`config.mk`:
```
export PLATFORM = sky130hd
export DESIGN_NAME = channel_normalizer
export DESIGN_NICKNAME = d
export VERILOG_FILES = /design/src/rtl/channel_normalizer.sv
export SDC_FILE = /design/constraint.sdc
export NUM_CORES = 1
export LEC_CHECK = 0
export CELL_PAD_IN_SITES_DETAIL_PLACEMENT = 1
export CELL_PAD_IN_SITES_GLOBAL_PLACEMENT = 1
export CORE_AREA = 5 5 246 248
export DETAILED_ROUTE_END_ITERATION = 8
export DIE_AREA = 0 0 251 253
export GPL_ROUTABILITY_DRIVEN = 0
export PLACE_DENSITY_LB_ADDON = 0.1
export REMOVE_ABC_BUFFERS = 1
export SYNTH_ARGS = -nofsm -noshare
export SYNTH_HDL_FRONTEND = slang
export SYNTH_SLANG_ARGS = --single-unit
export TNS_END_PERCENT = 5
```
`constraint.sdc`:
```
create_clock -name clk -period 4.5 [get_ports clk]
set_clock_uncertainty 0.15 [all_clocks]
set_input_delay 0.45 -clock clk [delete_from_list [all_inputs] [get_ports clk]]
set_output_delay 0.45 -clock clk [all_outputs]
set_load 0.03 [all_outputs]
```
`src/rtl/channel_normalizer.sv`:
```
// channel_normalizer
// Collects one complex channel matrix from a gappy ready/valid source,
// applies one block-floating-point left shift so the largest component
// fills the dynamic range, and re-emits the matrix as one contiguous
// valid burst for the bidiagonalization core.
//
// Ports:
//   clk, rst          clock, synchronous active-high reset
//   in_valid/in_ready input handshake, transfer when both high
//   in_R, in_I        signed input components
//   R_o, I_o          normalized components, zero while valid_o is low
//   valid_o           high for CHANNEL_SIZE consecutive cycles per matrix
//   shift_o           shift applied to the current/last matrix
//   busy              high in every state except COLLECT
//
// state   | meaning
// --------+------------------------------------------------------------
// COLLECT | accepting entries, accumulating magnitude OR into r_m
// SCALE   | one cycle: leading-zero count of r_m latched into shift_o
// EMIT    | CHANNEL_SIZE cycles: stored entries shifted and output
// GAP     | one cycle of valid_o low, accumulator and counter cleared
module channel_normalizer #(
    parameter int BIT_NUM      = 18,
    parameter int CHANNEL_SIZE = 16,
    parameter int MAX_SHIFT    = 7
) (
    input  logic                               clk,
    input  logic                               rst,
    input  logic                               in_valid,
    input  logic signed [BIT_NUM-1:0]          in_R,
    input  logic signed [BIT_NUM-1:0]          in_I,
    output logic                               in_ready,
    output logic signed [BIT_NUM-1:0]          R_o,
    output logic signed [BIT_NUM-1:0]          I_o,
    output logic                               valid_o,
    output logic [$clog2(MAX_SHIFT+1)-1:0]     shift_o,
    output logic                               busy
);

    localparam int CNT_W = $clog2(CHANNEL_SIZE);
    localparam int SH_W  = $clog2(MAX_SHIFT + 1);
    localparam int LZ_W  = $clog2(BIT_NUM);

    localparam logic [1:0] S_COLLECT = 2'd0;
    localparam logic [1:0] S_SCALE   = 2'd1;
    localparam logic [1:0] S_EMIT    = 2'd2;
    localparam logic [1:0] S_GAP     = 2'd3;

    logic [1:0]                r_state;
    logic [CNT_W-1:0]          r_cnt;
    logic [BIT_NUM-2:0]        r_m;
    logic [SH_W-1:0]           r_shift;
    logic signed [BIT_NUM-1:0] r_r_o;
    logic signed [BIT_NUM-1:0] r_i_o;
    logic                      r_valid;
    logic signed [BIT_NUM-1:0] r_mem_r [CHANNEL_SIZE];
    logic signed [BIT_NUM-1:0] r_mem_i [CHANNEL_SIZE];

    logic                      w_xfer;
    logic                      w_last;
    logic [BIT_NUM-2:0]        w_mag;
    logic [LZ_W-1:0]           w_lz;
    logic [SH_W-1:0]           w_shift;

    assign w_xfer = in_valid && (r_state == S_COLLECT);
    assign w_last = (r_cnt == CNT_W'(CHANNEL_SIZE - 1));

    // XOR with the sign turns each component into a "distance from sign
    // extension" pattern; its MSB is always zero so only the low bits are kept.
    assign w_mag = (in_R[BIT_NUM-2:0] ^ {(BIT_NUM-1){in_R[BIT_NUM-1]}})
                 | (in_I[BIT_NUM-2:0] ^ {(BIT_NUM-1){in_I[BIT_NUM-1]}});

    // Leading zeros of r_m; highest set bit wins because it is visited last.
    always_comb begin
        w_lz = LZ_W'(BIT_NUM - 1);
        for (int i = 0; i < BIT_NUM - 1; i++) begin
            if (r_m[i]) begin
                w_lz = LZ_W'(BIT_NUM - 2 - i);
            end
        end
    end

    assign w_shift = (w_lz > LZ_W'(MAX_SHIFT)) ? SH_W'(MAX_SHIFT) : w_lz[SH_W-1:0];

    always_ff @(posedge clk) begin
        if (rst) begin
            r_state <= S_COLLECT;
            r_cnt   <= '0;
            r_m     <= '0;
            r_shift <= '0;
            r_r_o   <= '0;
            r_i_o   <= '0;
            r_valid <= 1'b0;
        end else begin
            r_valid <= 1'b0;
            r_r_o   <= '0;
            r_i_o   <= '0;
            case (r_state)
                S_COLLECT: begin
                    if (w_xfer) begin
                        r_m <= r_m | w_mag;
                        if (w_last) begin
                            r_cnt   <= '0;
                            r_state <= S_SCALE;
                        end else begin
                            r_cnt <= r_cnt + CNT_W'(1);
                        end
                    end
                end
                S_SCALE: begin
                    r_shift <= w_shift;
                    r_state <= S_EMIT;
                end
                S_EMIT: begin
                    // Shifted-out bits are sign copies, so no saturation needed.
                    r_valid <= 1'b1;
                    r_r_o   <= r_mem_r[r_cnt] <<< r_shift;
                    r_i_o   <= r_mem_i[r_cnt] <<< r_shift;
                    if (w_last) begin
                        r_cnt   <= '0;
                        r_state <= S_GAP;
                    end else begin
                        r_cnt <= r_cnt + CNT_W'(1);
                    end
                end
                S_GAP: begin
                    r_m     <= '0;
                    r_cnt   <= '0;
                    r_state <= S_COLLECT;
                end
                default: r_state <= S_COLLECT;
            endcase
        end
    end

    always_ff @(posedge clk) begin
        if (!rst && w_xfer) begin
            r_mem_r[r_cnt] <= in_R;
            r_mem_i[r_cnt] <= in_I;
        end
    end

    assign in_ready = (r_state == S_COLLECT);
    assign busy     = (r_state != S_COLLECT);
    assign R_o      = r_r_o;
    assign I_o      = r_i_o;
    assign valid_o  = r_valid;
    assign shift_o  = r_shift;

endmodule

```
Word-level counts from Yosys, hierarchy flattened
Memories as Yosys holds them, arrays and structs flattened. A register that Yosys moved wholly into a read port is not among the register bits.
Index checks and enable logic that the tools add are counted.
{ "classes": {"addsub": 1, "order_cmp": 1, "eq_ne": 7, "shift": 2, "n_mux": 34, "bitwise": 5, "n_reduce_logical": 11} }
{ "op_table": {"columns": ["operator", "count"], "rows": [
  ["5-bit two-way mux", 16],
  ["18-bit by 3-bit <<< shifter with 18-bit output", 2],
  ["17-bit bitwise OR", 2],
  ["17-bit case mux with 2 select lines", 1],
  ["17-bit bitwise XOR", 2],
  ["4-bit two-way mux", 6],
  ["17-bit two-way mux", 1],
  ["4-bit case mux with 3 select lines", 1],
  ["2-bit case mux with 4 select lines", 1],
  ["2-bit two-way mux", 3],
  ["5-bit by 3-bit > comparator with 1-bit output, second input constant", 1],
  ["4-bit by 1-bit adder with 4-bit output, second input constant", 1],
  ["2-bit equality test, second input constant", 2],
  ["4-bit equality test, second input constant", 1],
  ["1-bit two-way mux", 4],
  ["2-bit by 1-bit != test with 1-bit output, second input constant", 2],
  ["2-bit AND reduction", 2],
  ["2-bit nonzero test", 2],
  ["3-bit two-way mux", 1],
  ["3-bit AND reduction", 1],
  ["3-bit nonzero test", 1],
  ["2-bit by 1-bit equality test with 1-bit output, second input constant", 1],
  ["1-bit logical AND", 2],
  ["2-bit logical NOT", 1],
  ["4 further kinds", 4]
]} }
{ "totals": {"register_bits": 63, "ram_bits": 576, "in_bits": 39, "wordCells": 70, "mem_count": 2} }
{ "memory_table": {"columns": ["memory", "depth", "word_bits", "read_ports", "rd_clocked_by_memory_dff", "write_ports", "line", "rtl"], "rows": [
  ["r_mem_i", 16, 18, 1, 1, 1, "57", "logic signed [BIT_NUM-1:0] r_mem_i [CHANNEL_SIZE];"],
  ["r_mem_r", 16, 18, 1, 1, 1, "56", "logic signed [BIT_NUM-1:0] r_mem_r [CHANNEL_SIZE];"]
]} }

Depth between registers and ports, before layout
Gate-level depths: netlist of run 1.
{ "logic_depth": {"ltp_word": 19, "mapped_depth": 12, "depth_no_buf": 10} }

Worst setup path after synthesis of run 1
No wires, ideal clock.
{ "synth_path": {"path_kind": "flip-flop to flip-flop", "start": "register r_state[1]", "end": "memory r_mem_i[15][0] (enable)", "arrival_ps": 4444, "required_ps": 3831, "setup_slack_ps": -613, "stages_incl_launch_ff": 5, "synth_period_minus_slack_ps": 5113, "cell_sequence": "dfxtp_1 inv_1 ha_1 nand2_1 nor4_1"} }
{ "synth_between": {"elab_chain_cells": 5} }
{ "synth_rtl": {"columns": ["element", "line", "rtl"], "rows": [
  ["start: declaration", "49", "logic [1:0] r_state;"],
  ["start signal: assignment", "87", "r_state <= S_COLLECT;"],
  ["start signal: assignment", "104", "r_state <= S_SCALE;"],
  ["start signal: assignment", "112", "r_state <= S_EMIT;"],
  ["2-bit logical NOT", null, null],
  ["via in_ready", "32", "output logic in_ready,"],
  ["1-bit logical AND", "65", "assign w_xfer = in_valid && (r_state == S_COLLECT);"],
  ["1-bit logical AND", "137", "if (!rst && w_xfer) begin"],
  ["1-bit two-way mux", "137", null],
  ["1-bit two-way mux (implied by the code)", "139", "r_mem_i[r_cnt] <= in_I;"],
  ["end: declaration", "57", null]
]} }
The timed path passes the listed nets, and every way through them passes these cells.

==> flow_summary.ini, run 1 <==
[run_status]
outcome = completed

[clocking]
clk_pin_slew_ps = 60
htreeDepth = 3
cts.sinks = 643
cts_hold_buffers = 0
cts_root_buffer = clkbuf_16
cts_resized = 0
cts_setup_buffers = 0
clk_path_buf_depth = 3
cts_made_buffers = 71
cts_tree = done
insertion_delay_ps = 600

[sta]
slew-limit-headroom_pct = 28.00
setup_viol = 0
whs_ps = 325.8
hold_viol = 0
final_max_slew_viol_count = 0
min_period_ps = 3383
rsz0062_at_grt = no
max_slew.worst_pin.slew_ps = 1080
fin_crit_sh_pct = 75.18
max_freq_ghz = 0.2956

[place]
numPortBuffers = 80
hpwlAfterDp_mm = 43.40
place_inst = 2220

[synthesis]
synth_flop_cell = edfxtp_1
synth.yosys.warnings = 0
synth.avg_cell_area_um2 = 18.57
yosysTopAreaCell = edfxtp_1
yosysMostFrequentCell = edfxtp_1
synth_top_area_share_pct = 67.16
netlist_area_mm2 = 0.02575
synthArstFlopShare_pct = 0
synth_top_cells_by_count = 576 x edfxtp_1, 133 x mux4_2, 67 x dfxtp_1
yosys-top-cells-area = edfxtp_1 67%, mux4_2 12%, dfxtp_1 5.2%
ys_seq_area_share_pct = 72.37
ys_ff_latch = 643
synth.distinct_cells = 68
synth_edf_count = 576
synth_cells = 1387

[worst_setup_path]
crit_path_end_kind = flip-flop
crit_arrival_ps = 3670
required_ps = 4790
cp_max_fo = 22
start_kind = flip-flop
crit_type = flip-flop to flip-flop

[floorplan]
ioPinCount = 81
design.core.area_mm2 = 0.05824
die_w_um = 251
rows = 89
start_util_pct = 44.22
die_h_um = 253
die_area_mm2 = 0.06350

[finish]
areaGrowthSynthToFinish_pct = 16.07
drive_gt1_share_pct = 21.02
final_cells = 2348
diodes = 0
fillers = 5266
final_nets = 1568

[power_and_ir_drop]
ir_worst_vdd_v = 0.0003123
leakage_nw = 9.445
power.density_mw_per_mm2 = 442.3
power_mw = 13.22

[grt]
grt_pass1_wl_mm = 102.8
grt_overflow_total = 0
grt_usage_pct = 22.23
grt_antenna_before_repair = 1
grt_pass1_vias = 14541
grt_max_degree = 55

[drt]
wl_per_cell_um = 30.01
vias = 13816
viasPerCell = 5.884
ant_nets = 0
firstDrtPassIters = 5
drc_errors = 0
wl_mm = 70.46
drt_iter0_markers = 1165

[min_path]
hold_class = flip-flop to flip-flop

[job]
maxCapViolCount = 0
==> critical path: stages, from the launching register on <==
cell and delay [ps]:
dfxtp_4 680, buf_4 350, mux4_2 520, a22oi_1 200
nand2_1 270, nand2_1 140, o21ai_0 170, o21ai_0 520
o21ai_0 190
==> layer usage <==
layer | up-vias | track usage (%) | share of wire (%)
li1 | 5884 | - | -
met1 | 7423 | 31.64 | 44
met2 | 423 | 36.42 | 49
met3 | 84 | 3.811 | 5.7
met4 | 2 | 5.286 | 1.7
met5 | - | 0 | 0.018
==> cells by family after synthesis <==
logic type	after synthesis	synth area share, %
flip-flops	643	72.37
AND/OR/NAND/NOR	196	3.478
XOR/XNOR	35	1.190
buffers and inverters	94	2.123
AO/OA/AOI/OAI	213	5.524
multiplexers	197	14.88
adder cells (fa/ha/maj)	9	0.4372
==> through the flow <==
| step | TNS (ps) | utilization [%] | setup slack (ps) | area (um^2) |
|---|---|---|---|---|
| finish | 0 | 51.33 | 1117 | 29890 |
| global placement | 0 | 47.55 | 1107 | 27690 |
| CTS | 0 | 51.33 | 1088 | 29890 |
| floorplan | -111260 | - | -2727 | 25270 |
| detailed placement | 0 | 47.55 | 1095 | 27690 |
| global route | 0 | 51.33 | 896.4 | 29890 |
==> layout make-up <==
type / instances / area (um^2) / share of cell area [%]
repair buffers: 138 / 1339 / 4.478
multi-input cells: 650 / 6679 / 22.34
flip-flops and latches: 643 / 18650 / 62.38
clock buffers: 91 / 1926 / 6.441
inverters: 16 / 60.06 / 0.2009
well taps: 773 / 967.2 / 3.235
clock inverters: 37 / 274.0 / 0.9166
==> sequential cells by signal, indices dropped and copies added, names as in the netlist, named ones only <==
register and cells:
valid_o 1, r_state 2, r_m 17, shift_o 3
r_mem_r 288, r_cnt 4, R_o 18, r_mem_i 288
I_o 18
==> report_power, final <==
group / internal, mW / switching, mW / total, mW / leakage (nW)
Sequential: 6.58 / 0.0557 / 6.63 / 5.74
Combinational: 0.436 / 0.624 / 1.06 / 2.64
Clock: 3.20 / 2.33 / 5.53 / 1.07
==> placed cells by master, fill, tap and decap left out, types with 39 or more instances in the layout <==
cell type        instances
a21oi_1                 53
buf_4                   49
clkbuf_16               74
clkdlybuf4s50_1         78
dfxtp_1                 62
edfxtp_1               576
mux2i_1                 39
mux4_2                 133
nand2_1                 64
nor2_1                  52
==> final timing paths <==
check        depth (start not counted)  endpoint       from  slack (ps)
min reg2reg                          1    r_m[5]     r_m[5]         330
max reg2reg                          8   I_o[15]  flip-flop        1120
max                                  8   I_o[15]  flip-flop        1120
min                                  1    r_m[5]     r_m[5]         330
Power figures use the tool's default switching activity.
==> inputs of run 2 (changes only) <==
==> constraint.sdc (replaced) <==
create_clock -name clk -period 3.39 [get_ports clk]
set_clock_uncertainty 0.15 [all_clocks]
set_input_delay 0.339 -clock clk [delete_from_list [all_inputs] [get_ports clk]]
set_output_delay 0.339 -clock clk [all_outputs]
set_load 0.03 [all_outputs]
==> run 2 against run 1 <==
First-iteration DRC count is 16% higher. Maximum frequency up 5.9%. Die area unchanged. Global-route usage is 0.52 points higher. Core utilization up 0.62 points. Non-clock buffer count up 30. Register-to-register slack got worse by 920 ps. Cell count grew 0.94%. Via count is 1.1% higher. Cell area is 1.2% higher. Total power increased by 33%.
==> flow_summary.ini, run 2 (synthesis gave the netlist of run 1 again) <==
[sta]
rsz0062_at_grt = no
max_freq_ghz = 0.3130
whs_ps = 313.4
fin_tns_setup_ps = 0
min_period_ps = 3195
hold_viol = 0
max_slew.worst_pin.slew_ps = 1213
final_max_slew_viol_count = 0
fin_crit_sh_pct = 94.24
slew-limit-headroom_pct = 18.82
setup_viol = 0

[worst_setup_path]
cp_top_family = compound AO/OA/AOI/OAI gates
crit_slowest_cell = dfxtp_1
crit_arrival_ps = 3480
cp_max_fo = 11
max_stage_delay_ps = 840
start_kind = flip-flop
path_buf_inv = 3
required_ps = 3670
cp_common_cell = buf_4
crit_chain = buf_12 -> nor2_1 -> buf_4 -> a221oi_1 -> a22oi_2 -> buf_4 -> mux4_2 -> o31ai_1
crit_type = flip-flop to flip-flop
crit_path_end_kind = flip-flop

[grt]
grt_pass1_vias = 14797
grt_antenna_before_repair = 0
grt_overflow_total = 0
grt_usage_pct = 22.75
grt_max_degree = 37
grt_pass1_wl_mm = 104.7

[finish]
fin_util_pct = 51.95
ff_latch_area_mm2 = 0.01865
drive_gt1_share_pct = 22.49
fillers = 5294
final_nets = 1595
mostFrequentLayoutCell = edfxtp_1
multi_input_area_mm2 = 0.006679
mostFrequentLayoutCells = 576 x edfxtp_1, 133 x mux4_2, 78 x clkdlybuf4s50_1
largestRegisters = r_mem_i (288), r_mem_r (288)
stdcell_area_mm2 = 0.03026
areaGrowthSynthToFinish_pct = 17.47

[clocking]
cts_made_buffers = 68
insertion_delay_ps = 610
htreeDepth = 3
cts.sinks = 643
cts_tree = done
clk_pin_slew_ps = 60
cts_root_buffer = clkbuf_16
clk_path_buf_depth = 3

[job]
maxCapViolCount = 0

[place]
dpl_cell_area_mm2 = 0.02808
numPortBuffers = 80
hpwlAfterDp_mm = 42.17

[drt]
drc_errors = 0
ant_nets = 0
drt_iter0_markers = 1347
wl_per_cell_um = 30.31
wl_mm = 71.83
vias = 13974
firstDrtPassIters = 5
viasPerCell = 5.896

[floorplan]
die_h_um = 253
design.core.area_mm2 = 0.05824
rows = 89
die_area_mm2 = 0.06350
die_w_um = 251
ioPinCount = 81
start_util_pct = 44.22

[power_and_ir_drop]
ir_worst_vdd_v = 0.0003720
power.density_mw_per_mm2 = 580.7
leakage_nw = 9.617

[run_status]
outcome = completed

[min_path]
hold_class = flip-flop to flip-flop
-- run 2: repair_timing --
action	4_1_cts	5_1_grt
buffers inserted	0	0
hold buffers	0	0
setup endpoints to repair	0	1
gates resized for setup	0	1
-- run 2: power breakdown --
group	total, mW	switching [mW]	leakage [nW]	internal, mW
clock	7.30	3.06	1.06	4.24
sequential	8.78	0.0570	5.74	8.73
combinational	1.48	0.859	2.82	0.623
total	17.6	3.98	9.62	13.6
-- run 2: final timing paths --
path,startpoint,endpoint,slack [ps],cells after the start
worst max-delay path,flip-flop,R_o[9],200,8
worst min-delay path,r_m[1],r_m[1],310,1
worst max register to register,flip-flop,R_o[9],200,8
worst min register to register,r_m[1],r_m[1],310,1
-- run 2: metal layers --
| layer | wire (um) | up-vias | global-route usage [%] | part of all wire, % |
|---|---|---|---|---|
| li1 | - | 5949 | - | - |
| met1 | 32460 | 7487 | 33.51 | 45 |
| met2 | 34310 | 453 | 36.34 | 48 |
| met3 | 3796 | 85 | 3.472 | 5.3 |
| met4 | 1263 | 0 | 5.380 | 1.8 |
| met5 | 0 | - | 0 | 0 |
-- run 2: area by class of cell --
| cell class | count | area share, % |
|---|---|---|
| timing repair buffer | 168 | 5.707 |
| multi-input combinational | 650 | 22.08 |
| clock inverter | 26 | 0.7940 |
| antenna | 1 | 0.008271 |
| tap | 773 | 3.197 |
| clock buffer | 93 | 6.381 |
| sequential | 643 | 61.64 |
| inverter | 16 | 0.1985 |
-- run 2: stage by stage --
stage	instances	setup slack (ps)	power (mW)
after detailed placement	2250	169.6	10.44
after global routing	2369	88.60	18.19
after global placement	2250	198.1	10.42
final	2370	195.3	17.57
after floorplan	1309	-3837	9.866
after CTS	2369	154.6	17.76
==> inputs of run 3 (changes only) <==
--- a/config.mk
+++ b/config.mk
@@ -7,9 +7,9 @@
 export LEC_CHECK = 0
 export CELL_PAD_IN_SITES_DETAIL_PLACEMENT = 1
 export CELL_PAD_IN_SITES_GLOBAL_PLACEMENT = 1
-export CORE_AREA = 5 5 246 248
+export CORE_AREA = 5 5 202 302
 export DETAILED_ROUTE_END_ITERATION = 8
-export DIE_AREA = 0 0 251 253
+export DIE_AREA = 0 0 207 307
 export GPL_ROUTABILITY_DRIVEN = 0
 export PLACE_DENSITY_LB_ADDON = 0.1
 export REMOVE_ABC_BUFFERS = 1
==> run 3 against run 2 <==
Global-route usage about the same. Clock-buffer cell count fell by 18. Worst hold slack lost 130 ps. Critical endpoint is now R_o[16]. Largest cell class unchanged.
==> flow_summary.ini, run 3 (synthesis gave the netlist of run 1 again) <==
[clocking]
cts.sinks = 643
cts_hold_buffers = 0
htreeDepth = 2
insertion_delay_ps = 630
cts_setup_buffers = 0
cts_root_buffer = clkbuf_16
clk_path_buf_depth = 3
cts_tree = done
cts_made_buffers = 59
cts_resized = 0
clk_pin_slew_ps = 70

[floorplan]
die_area_mm2 = 0.06355
start_util_pct = 44.12
design.core.area_mm2 = 0.05837
die_w_um = 207
die_h_um = 307
ioPinCount = 81
rows = 109

[grt]
grt_antenna_before_repair = 0
grt_pass1_wl_mm = 105.8
grt_usage_pct = 22.70
met1_usage_pct = 30.09
grt_overflow_total = 0
gr-usage-met2_pct = 39.82
grt_use_met3_pct = 3.194
grt_pass1_vias = 15158
grt_max_degree = 68
busiest_layer = met2

[worst_setup_path]
cp_max_fo = 20
crit_arrival_ps = 3580
crit_type = flip-flop to flip-flop
start_kind = flip-flop
crit_path_end_kind = flip-flop
required_ps = 3750

[drt]
vias = 13928
wl_per_cell_um = 30.44
firstDrtPassIters = 5
ant_nets = 0
drt_iter0_markers = 1054
wl_mm = 72.26
viasPerCell = 5.867
drc_errors = 0

[sta]
fin_tns_setup_ps = 0
setup_viol = 0
max_freq_ghz = 0.3105
fin_crit_sh_pct = 95.00
min_period_ps = 3220
slew-limit-headroom_pct = 44.83
rsz0062_at_grt = no
max_slew.worst_pin.slew_ps = 817.1
final_max_slew_viol_count = 0
hold_viol = 0

[power_and_ir_drop]
ir_worst_vdd_v = 0.0003740
power.density_mw_per_mm2 = 560.9
leakage_nw = 9.555

[min_path]
hold_class = primary input to flip-flop

[finish]
fillers = 5412
final_nets = 1593
largestRegisters = r_mem_i (288), r_mem_r (288)
areaGrowthSynthToFinish_pct = 17.01
stdcell_area_mm2 = 0.03014
mostFrequentLayoutCells = 576 x edfxtp_1, 133 x mux4_2, 78 x clkdlybuf4s50_1
drive_gt1_share_pct = 22.81
mostFrequentLayoutCell = edfxtp_1

[place]
dpl_cell_area_mm2 = 0.02821
numPortBuffers = 80
hpwlAfterDp_mm = 43.38

[run_status]
outcome = completed

[job]
maxCapViolCount = 0
run 3: cell count changes in the layout (fill, tap and decap cells not counted), moves of 2 or more:
| cell | previous run | this run |
|---|---|---|
| inv_16 | 2 | 0 |
| clkbuf_16 | 72 | 61 |
| clkbuf_1 | 16 | 11 |
| buf_12 | 22 | 28 |
| clkbuf_8 | 5 | 3 |
| clkinv_2 | 6 | 14 |
| clkinvlp_4 | 1 | 3 |
run 3: cell type report:
class	instances	area [um^2]	share of cell area [%]
Sequential cell	643	18650	61.88
Multi-Input combinational cell	650	6679	22.16
Timing Repair Buffer	175	1854	6.153
Clock buffer	75	1609	5.339
Tap cell	777	972.2	3.226
Clock inverter	37	310.3	1.030
Inverter	16	60.06	0.1993
Antenna cell	1	2.502	0.008304
run 3: worst max-delay path, stage by stage (launching register included):
cell and delay (ps):
dfxtp_4 680, buf_4 330, mux4_2 530, a221oi_2 680, nor4b_1 130, a31oi_1 190, o22ai_1 100, a311o_1 290
run 3: final timing paths:
check	startpoint	cells after the start	endpoint	slack, ps
setup reg to reg	flip-flop	7	R_o[16]	170
hold reg to reg	r_m[5]	1	r_m[5]	330
setup / recovery	flip-flop	7	R_o[16]	170
hold / removal	in_R[17]	1	r_mem_r[4][17]	180
run 3: metal layers:
| layer | vias to the layer above | wire length (um) | part of all wire (%) |
|---|---|---|---|
| met5 | - | 0 | 0 |
| met4 | 0 | 1678 | 2.3 |
| met3 | 97 | 3404 | 4.7 |
| met2 | 394 | 37580 | 52 |
| met1 | 7500 | 29600 | 41 |
| li1 | 5937 | - | - |
run 3: report_power, final:
part           switching (mW)  internal (mW)
clock network            2.96           3.67
logic                   0.848          0.637
registers              0.0653           8.72
total                    3.87           13.0
run 3: stage by stage:
stage	hold slack, ps	utilization (%)	power (mW)	setup WS (ps)	std cells
global placement	296.2	48.34	10.44	276.8	2261
floorplan	261.4	-	9.866	-3837	1309
finish	178.5	51.63	16.90	169.6	2374
global route	165.1	51.62	17.52	70.33	2373
CTS	142.0	51.62	17.08	188.0	2373
detailed placement	312.3	48.34	10.46	231.4	2261
